$ cat src/rtl/warp_fetch_scheduler_pkg.sv
// Shared compute-unit definitions: warp lifecycle states and default-width
// helper types used by the fetch scheduler and its neighbours.
package warp_fetch_scheduler_pkg;

    localparam int unsigned CuNumWarps  = 8;
    localparam int unsigned CuWarpWidth = 32;
    localparam int unsigned CuPcWidth   = 32;
    localparam int unsigned CuWidWidth  = $clog2(CuNumWarps);

    typedef logic [CuWidWidth-1:0]  wid_t;
    typedef logic [CuPcWidth-1:0]   pc_t;
    typedef logic [CuWarpWidth-1:0] act_mask_t;

    typedef enum logic [1:0] {
        WARP_FREE    = 2'd0,
        WARP_READY   = 2'd1,
        WARP_WAITING = 2'd2
    } warp_state_e;

endpackage

$ cat src/rtl/warp_fetch_scheduler_rr_arbiter.sv
// Combinational round-robin picker: the first set request at or after the
// pointer, wrapping modulo N, wins.
module warp_fetch_scheduler_rr_arbiter #(
    parameter  int unsigned N    = 8,
    localparam int unsigned IdxW = $clog2(N)
) (
    input  logic [N-1:0]    req_i,
    input  logic [IdxW-1:0] ptr_i,
    output logic [N-1:0]    gnt_onehot_o,
    output logic [IdxW-1:0] gnt_idx_o,
    output logic            gnt_valid_o
);

    logic [IdxW-1:0] cand;

    always_comb begin
        gnt_onehot_o = '0;
        gnt_idx_o    = '0;
        gnt_valid_o  = 1'b0;
        cand         = '0;
        for (int i = 0; i < int'(N); i++) begin
            // N is a power of two, so the index sum wraps naturally
            cand = ptr_i + IdxW'(i);
            if (!gnt_valid_o && req_i[cand]) begin
                gnt_valid_o        = 1'b1;
                gnt_idx_o          = cand;
                gnt_onehot_o[cand] = 1'b1;
            end
        end
    end

endmodule

$ cat src/rtl/warp_fetch_scheduler.sv
// Per-warp fetch controller: tracks warp state/PC/mask, picks one eligible
// warp per cycle round-robin and holds it in a registered fetch slot.
module warp_fetch_scheduler
    import warp_fetch_scheduler_pkg::*;
#(
    parameter  int unsigned NumWarps  = CuNumWarps,
    parameter  int unsigned WarpWidth = CuWarpWidth,
    parameter  int unsigned PcWidth   = CuPcWidth,
    localparam int unsigned WidWidth  = $clog2(NumWarps)
) (
    input  logic                 clk_i,
    input  logic                 rst_i,
    input  logic                 start_valid_i,
    output logic                 start_ready_o,
    input  logic [PcWidth-1:0]   start_pc_i,
    input  logic [WarpWidth-1:0] start_act_mask_i,
    input  logic [NumWarps-1:0]  ib_space_i,
    input  logic                 ic_ready_i,
    output logic                 fe_valid_o,
    output logic [PcWidth-1:0]   fe_pc_o,
    output logic [WarpWidth-1:0] fe_act_mask_o,
    output logic [WidWidth-1:0]  fe_warp_id_o,
    input  logic                 upd_valid_i,
    input  logic [WidWidth-1:0]  upd_warp_id_i,
    input  logic [PcWidth-1:0]   upd_pc_i,
    input  logic [WarpWidth-1:0] upd_act_mask_i,
    input  logic                 upd_finished_i,
    output logic [NumWarps-1:0]  warp_active_o,
    output logic                 idle_o
);

    warp_state_e          state_q [NumWarps];
    warp_state_e          state_d [NumWarps];
    logic [PcWidth-1:0]   pc_q    [NumWarps];
    logic [PcWidth-1:0]   pc_d    [NumWarps];
    logic [WarpWidth-1:0] mask_q  [NumWarps];
    logic [WarpWidth-1:0] mask_d  [NumWarps];

    logic [WidWidth-1:0]  rr_ptr_q, rr_ptr_d;
    logic                 fe_valid_q, fe_valid_d;
    logic [PcWidth-1:0]   fe_pc_q, fe_pc_d;
    logic [WarpWidth-1:0] fe_mask_q, fe_mask_d;
    logic [WidWidth-1:0]  fe_wid_q, fe_wid_d;

    logic [NumWarps-1:0]  free_vec;
    logic [NumWarps-1:0]  eligible;
    logic [WidWidth-1:0]  alloc_idx;
    logic                 start_fire;
    logic                 load_en;
    logic                 load_fire;
    logic                 upd_ok;

    logic [NumWarps-1:0]  gnt_onehot;
    logic [WidWidth-1:0]  gnt_idx;
    logic                 gnt_valid;

    always_comb begin
        free_vec  = '0;
        eligible  = '0;
        alloc_idx = '0;
        for (int w = NumWarps - 1; w >= 0; w--) begin
            free_vec[w] = (state_q[w] == WARP_FREE);
            eligible[w] = (state_q[w] == WARP_READY) && ib_space_i[w];
            if (state_q[w] == WARP_FREE) begin
                alloc_idx = WidWidth'(w);
            end
        end
    end

    warp_fetch_scheduler_rr_arbiter #(
        .N (NumWarps)
    ) u_rr_arbiter (
        .req_i        (eligible),
        .ptr_i        (rr_ptr_q),
        .gnt_onehot_o (gnt_onehot),
        .gnt_idx_o    (gnt_idx),
        .gnt_valid_o  (gnt_valid)
    );

    assign start_ready_o = |free_vec;
    assign start_fire    = start_valid_i && start_ready_o;
    // The slot may refill whenever it is empty or being drained this cycle
    assign load_en       = !fe_valid_q || ic_ready_i;
    assign load_fire     = load_en && gnt_valid;
    assign upd_ok        = upd_valid_i && (state_q[upd_warp_id_i] == WARP_WAITING);

    always_comb begin
        for (int w = 0; w < int'(NumWarps); w++) begin
            state_d[w] = state_q[w];
            pc_d[w]    = pc_q[w];
            mask_d[w]  = mask_q[w];
            if (start_fire && (alloc_idx == WidWidth'(w))) begin
                state_d[w] = WARP_READY;
                pc_d[w]    = start_pc_i;
                mask_d[w]  = start_act_mask_i;
            end
            if (load_fire && gnt_onehot[w]) begin
                state_d[w] = WARP_WAITING;
            end
            if (upd_ok && (upd_warp_id_i == WidWidth'(w))) begin
                if (upd_finished_i) begin
                    state_d[w] = WARP_FREE;
                end else begin
                    state_d[w] = WARP_READY;
                    pc_d[w]    = upd_pc_i;
                    mask_d[w]  = upd_act_mask_i;
                end
            end
        end
    end

    always_comb begin
        rr_ptr_d   = rr_ptr_q;
        fe_valid_d = fe_valid_q;
        fe_pc_d    = fe_pc_q;
        fe_mask_d  = fe_mask_q;
        fe_wid_d   = fe_wid_q;
        if (load_en) begin
            fe_valid_d = gnt_valid;
            if (gnt_valid) begin
                fe_pc_d   = pc_q[gnt_idx];
                fe_mask_d = mask_q[gnt_idx];
                fe_wid_d  = gnt_idx;
                rr_ptr_d  = gnt_idx + 1'b1;
            end
        end
    end

    always_ff @(posedge clk_i) begin
        if (rst_i) begin
            for (int w = 0; w < int'(NumWarps); w++) begin
                state_q[w] <= WARP_FREE;
                pc_q[w]    <= '0;
                mask_q[w]  <= '0;
            end
            rr_ptr_q   <= '0;
            fe_valid_q <= 1'b0;
            fe_pc_q    <= '0;
            fe_mask_q  <= '0;
            fe_wid_q   <= '0;
        end else begin
            for (int w = 0; w < int'(NumWarps); w++) begin
                state_q[w] <= state_d[w];
                pc_q[w]    <= pc_d[w];
                mask_q[w]  <= mask_d[w];
            end
            rr_ptr_q   <= rr_ptr_d;
            fe_valid_q <= fe_valid_d;
            fe_pc_q    <= fe_pc_d;
            fe_mask_q  <= fe_mask_d;
            fe_wid_q   <= fe_wid_d;
        end
    end

    always_comb begin
        warp_active_o = '0;
        for (int w = 0; w < int'(NumWarps); w++) begin
            warp_active_o[w] = (state_q[w] != WARP_FREE);
        end
    end

    assign idle_o        = !(|warp_active_o) && !fe_valid_q;
    assign fe_valid_o    = fe_valid_q;
    assign fe_pc_o       = fe_pc_q;
    assign fe_act_mask_o = fe_mask_q;
    assign fe_warp_id_o  = fe_wid_q;

`ifndef SYNTHESIS
    always_ff @(posedge clk_i) begin
        if (!rst_i && upd_valid_i) begin
            assert (state_q[upd_warp_id_i] == WARP_WAITING)
                else $error("update to warp %0d which is not waiting", upd_warp_id_i);
            assert (!(fe_valid_q && (fe_wid_q == upd_warp_id_i)))
                else $error("update to warp %0d while it sits in the fetch slot", upd_warp_id_i);
        end
    end
`endif

endmodule

$ cat config.mk
export PLATFORM = sky130hd
export DESIGN_NAME = warp_fetch_scheduler
export DESIGN_NICKNAME = d
export VERILOG_FILES = /design/src/rtl/warp_fetch_scheduler_pkg.sv /design/src/rtl/warp_fetch_scheduler_rr_arbiter.sv /design/src/rtl/warp_fetch_scheduler.sv
export SDC_FILE = /design/constraint.sdc
export NUM_CORES = 2
export LEC_CHECK = 0
export CAP_MARGIN = 0
export CORE_ASPECT_RATIO = 0.5
export CORE_MARGIN = 3
export CORE_UTILIZATION = 52
export CTS_CLUSTER_DIAMETER = 50
export DETAILED_ROUTE_END_ITERATION = 10
export HOLD_SLACK_MARGIN = 0.05
export PLACE_DENSITY = 0.72
export SLEW_MARGIN = 10
export SYNTH_ARGS = -nofsm -noshare
export SYNTH_HDL_FRONTEND = slang
export SYNTH_SLANG_ARGS = --single-unit
$ cat constraint.sdc
create_clock -name clk_i -period 10.95 [get_ports clk_i]
set_clock_uncertainty 0.2 [all_clocks]
set_input_delay 1.6425 -clock clk_i [delete_from_list [all_inputs] [get_ports clk_i]]
set_output_delay 1.6425 -clock clk_i [all_outputs]
set_load 0.1 [all_outputs]
==> impl.org <==
** Power
- Worst VDD drop :: between 0.0002 and 0.00025 V
- For this design the ratio of total power to cell area is approximately 250 nW/um^2.
- Total Power :: a little under 9 mW
- Static power due to leakage :: between 10 and 15 nW

** Global route
- Global-route met3 utilization :: between 6 and 7%
- The number of global-route vias before repair came to between 20000 and 30000.
- For this run, the total global-route usage over all layers was measured as 32.8%.
- Largest net degree at the start of global routing :: about 110
- Summed over all layers, the global routing overflow is 0.
- Most heavily used metal layer in global routing :: met2
- M1 GR Usage :: a little under half
- Global-route wire length before repair :: roughly 170 mm
- Number of antenna violations at the first check in global routing :: 8
- Met2 track demand over resource in global routing :: between 40% and 50%

** Die
- The initialized floorplan defines 63 standard-cell rows.
- Vert. Die Dim :: 181 um
- In this run the standard cell core region covers about 60000 um^2.
- Horizontal die dimension :: 357 um
- Pin placement for this block handled roughly 220 I/O pins.
- Once the floorplan was initialized, standard cells occupied ~53% of the core.
- Overall die area :: between 60000 and 70000 um^2

** Synth
- Cell area after synthesis :: roughly 32000 um^2
- Unique cell type count in the Yosys netlist :: 75
- Synthesis produced about 3800 cells.
- During synthesis, Yosys emitted a total of 0 warnings.
- Sequential-to-total area share from yosys stat :: 37.5%
- Synth async-reset ratio :: 0%
- Area share of the largest cell type after synthesis :: between 30% and 40%
- The most used flip-flop cell after synthesis is sky130_fd_sc_hd__dfxtp_1.
- Number of synthesized flops with an enable pin :: 0
- Synth Area per Inst :: between 8 and 9 um^2
- By area the synthesized netlist is led by sky130_fd_sc_hd__dfxtp_1, sky130_fd_sc_hd__mux2i_1, sky130_fd_sc_hd__a211oi_1.
- Flip-flop and latch count after synthesis :: 599
- Counting every net in the synthesized netlist gives about 4000.
- The synthesized design spends more area on one cell type than any other, namely sky130_fd_sc_hd__dfxtp_1.

** Timing
- Measured against its own limit, the worst slew margin works out to 16.8%.
- After layout, the worst path uses between 60% and 70% of the clock period.
- Final max-slew violation count :: 0
- Final number of hold-violating endpoints :: 0
- For this run, the top clock speed supported by timing is 144 MHz.
- Slew at the pin closest to its max-slew limit :: between 1000 and 1500 ps
- Accumulated negative setup slack :: 0 ps
- Setup violations remaining at the end of the flow were counted as 0.
- The worst path needs a little under 7000 ps of the cycle, external delays included.
- Final hold analysis gives a worst-case slack of 249 ps.
- Setup repair after global routing left no endpoint under its margin.

** Critical path
- The worst register-to-register path ends at fe_pc_o[7].
- Type of the setup path with the least slack :: flop to flop
- Cell occurring most often along the worst timing path :: sky130_fd_sc_hd__buf_4
- Startpoint kind of the worst setup timing path :: flop
- For this run, the slowest stage of the critical path takes between 800 and 900 ps.
- R2R Setup Slk :: 4020 ps
- In this run the critical register-to-register path is launched from rr_ptr_q[1].
- The critical path starts at rr_ptr_q[1].
- Cell breakdown of the critical path :: inv_2 > ha_1 > mux2_2 > mux4_2 > and3b_1 > o211a_4 > nor2_4 > buf_4 > buf_4 > mux2i_1 > a221o_1 > o21ai_1
- The critical path contains buffers and inverters numbering 3 combined.
- Worst-path fanout max :: just over 50
- For the worst setup path, the data arrival time is 7280 ps.
- Master of the slowest instance on the critical path :: sky130_fd_sc_hd__ha_1
- At the worst endpoint, the required time is approximately 11000 ps.
- Register-to-Register Path Depth :: 12
- Grouping stages by cell kind, the critical path spends the most delay in buffers and inverters.
- Element type at the critical path end :: flop

** Clocking
- TritonCTS built the clock tree.
- The number of gates resized after CTS was 0.
- Total clock sinks :: 599
- Library cell used as clock root buffer :: sky130_fd_sc_hd__clkbuf_16
- The number of hold buffers added after CTS was 0.
- Post-CTS timing repair inserted 0 buffers for setup.
- The H-tree was split into 2 levels.
- Post-CTS clock slew at the launch and capture registers of the worst setup and hold paths :: 70 ps
- Counting along the longest clock path gives a buffer depth of 3.
- Clock insertion delay at the later pin of the skew report :: ~610 ps
- Counting the buffers created by CTS gives between 50 and 60.

** Route
- DR iter-0 viols :: 3715
- Overall via count from detail_route :: about 30000
- Using the TritonRoute via totals, the vias-per-cell ratio works out to around 6.7.
- The count of nets left with antenna violations once routing finished came out at 0.
- Total Routed Length :: around 110 mm
- Detailed-route DRC error count :: 0
- Average routed wire per standard cell :: 24.6 um
- The first detailed-routing pass took 6 iterations.

** Min path
- Launch instance of the worst min-delay path :: fe_act_mask_o[14]
- Number of stages on the worst hold path :: 2
- Worst hold path endpoint :: fe_act_mask_o[14]
- Worst hold path type :: flop to flop

** Place
- PortBufs :: between 200 and 250
- Once placement finished, the instance area stood at ~34000 um^2.
- Once detailed placement completed, the half-perimeter wirelength came to 61.0 mm.
- At the end of routability-driven placement, the weighted congestion stood at about 0.9.

** Run status
- The run finished with clean final reports.

** Finish
- Of the cells placed in the final design, the portion with a size suffix greater than 1 is about 5.4%.
- The layout has approximately 5200 filler cells.
- Post-route cell area :: ~36000 um^2
- From synthesis to final layout, the design area changed by 11.3%.
- In the final layout, flip-flops and latches occupy around 12000 um^2.
- Number of nets at the end of the flow :: around 3800
- The multi-input combinational cells in the finished layout cover a total of around 18000 um^2.

** Job
- Count of max-cap constraint violations :: 0
layout by cell type (no fill, tap or decap), drive strengths merged, types with 11 or more instances in the layout:
| cell | count |
|---|---|
| a221o | 46 |
| a311oi | 68 |
| buf | 53 |
| mux4 | 11 |
| o22ai | 47 |
| nand3 | 94 |
| a21boi | 20 |
| a211oi | 472 |
| clkdlybuf4s50 | 221 |
| nor3 | 61 |
| and3 | 19 |
| clkbuf | 83 |
| a31oi | 22 |
| inv | 22 |
| dfxtp | 599 |
| nand3b | 11 |
| nand4 | 54 |
| o21ai | 134 |
| nor2 | 547 |
| nand2 | 278 |
| mux2i | 554 |
| a32o | 20 |
| a21oi | 112 |
synth_stat cells (all sizes together), types with 5 or more instances:
| cell | count |
|---|---|
| buf | 96 |
| dfxtp | 599 |
| nor3 | 61 |
| inv | 20 |
| a31oi | 22 |
| o21ai | 134 |
| a311oi | 68 |
| nand3b | 11 |
| clkbuf | 410 |
| a221oi | 5 |
| ha | 7 |
| o22ai | 47 |
| nor2 | 547 |
| nand2 | 278 |
| a32o | 20 |
| and3b | 6 |
| a211oi | 472 |
| a221o | 46 |
| nand3 | 94 |
| nand4 | 54 |
| and3 | 19 |
| mux2i | 554 |
| a21oi | 112 |
| mux2 | 9 |
| a21boi | 20 |
| mux4 | 11 |
| nand2b | 5 |
| o211ai | 5 |
| nand4b | 5 |
| a22o | 6 |
how the worst max path moves through the flow:
stage,to,slack [ps],depth (start not counted)
final,fe_pc_o[7],4020,12
after CTS,fe_pc_o[6],4230,12
after floorplan,idle_o,4850,3
after global placement,fe_pc_o[4],3970,14
after global routing,fe_pc_o[4],3780,12
after detailed placement,fe_act_mask_o[0],3890,14
stage by stage:
stage          cells  setup WS [ps]  utilization [%]
4_1_cts         4482           4230             59.3
5_1_grt         4489           3780             59.3
3_3_place_gp    4386           3970             56.3
3_5_place_dp    4386           3890             56.3
6_report        4489           4020             59.3
2_1_floorplan   3806           4850                -
flip-flops by register name, summed over array words and instances, names as in the netlist:
signal	cells
fe_pc_o	32
rr_ptr_q	3
pc_q	256
mask_q	256
state_q	16
fe_act_mask_o	32
fe_warp_id_o	3
fe_valid_o	1
cell families after synthesis:
group	Yosys count	share of synthesized area, %
buf+inv	526	6.65
xor+xnor	4	0.110
mux	574	18.4
flops	599	37.5
compound gates	991	22.1
fa+ha+maj	7	0.274
simple gates	1105	14.9
worst reg2reg max path: stages (launching register included):
cell and delay [ps]:
sky130_fd_sc_hd__dfxtp_1 840, sky130_fd_sc_hd__inv_2 310, sky130_fd_sc_hd__ha_1 880, sky130_fd_sc_hd__mux2_2 410
sky130_fd_sc_hd__mux4_2 600, sky130_fd_sc_hd__and3b_1 340, sky130_fd_sc_hd__o211a_4 390, sky130_fd_sc_hd__nor2_4 920
sky130_fd_sc_hd__buf_4 590, sky130_fd_sc_hd__buf_4 730, sky130_fd_sc_hd__mux2i_1 220, sky130_fd_sc_hd__a221o_1 340
sky130_fd_sc_hd__o21ai_1 110
per-layer routing:
metal | wire length [um] | vias up
li1 | - | 13600
met1 | 47000 | 14500
met2 | 47900 | 1769
met3 | 12100 | 274
met4 | 3440 | 4
met5 | 26 | -
final cells by class:
class	instances	area share, %
diodes	7	0.0492
inverters	20	0.211
clock inverters	13	0.563
multi-input cells	2681	50.8
clock buffers	83	4.47
repair buffers	274	7.36
flip-flops and latches	599	33.7
well taps	812	2.86
report_power, final:
group          total, mW  switching (mW)  internal [mW]
Sequential          2.47           0.125           2.35
Clock               2.00           0.884           1.12
Combinational       4.34            3.10           1.24
Power figures use the tool's default switching activity.
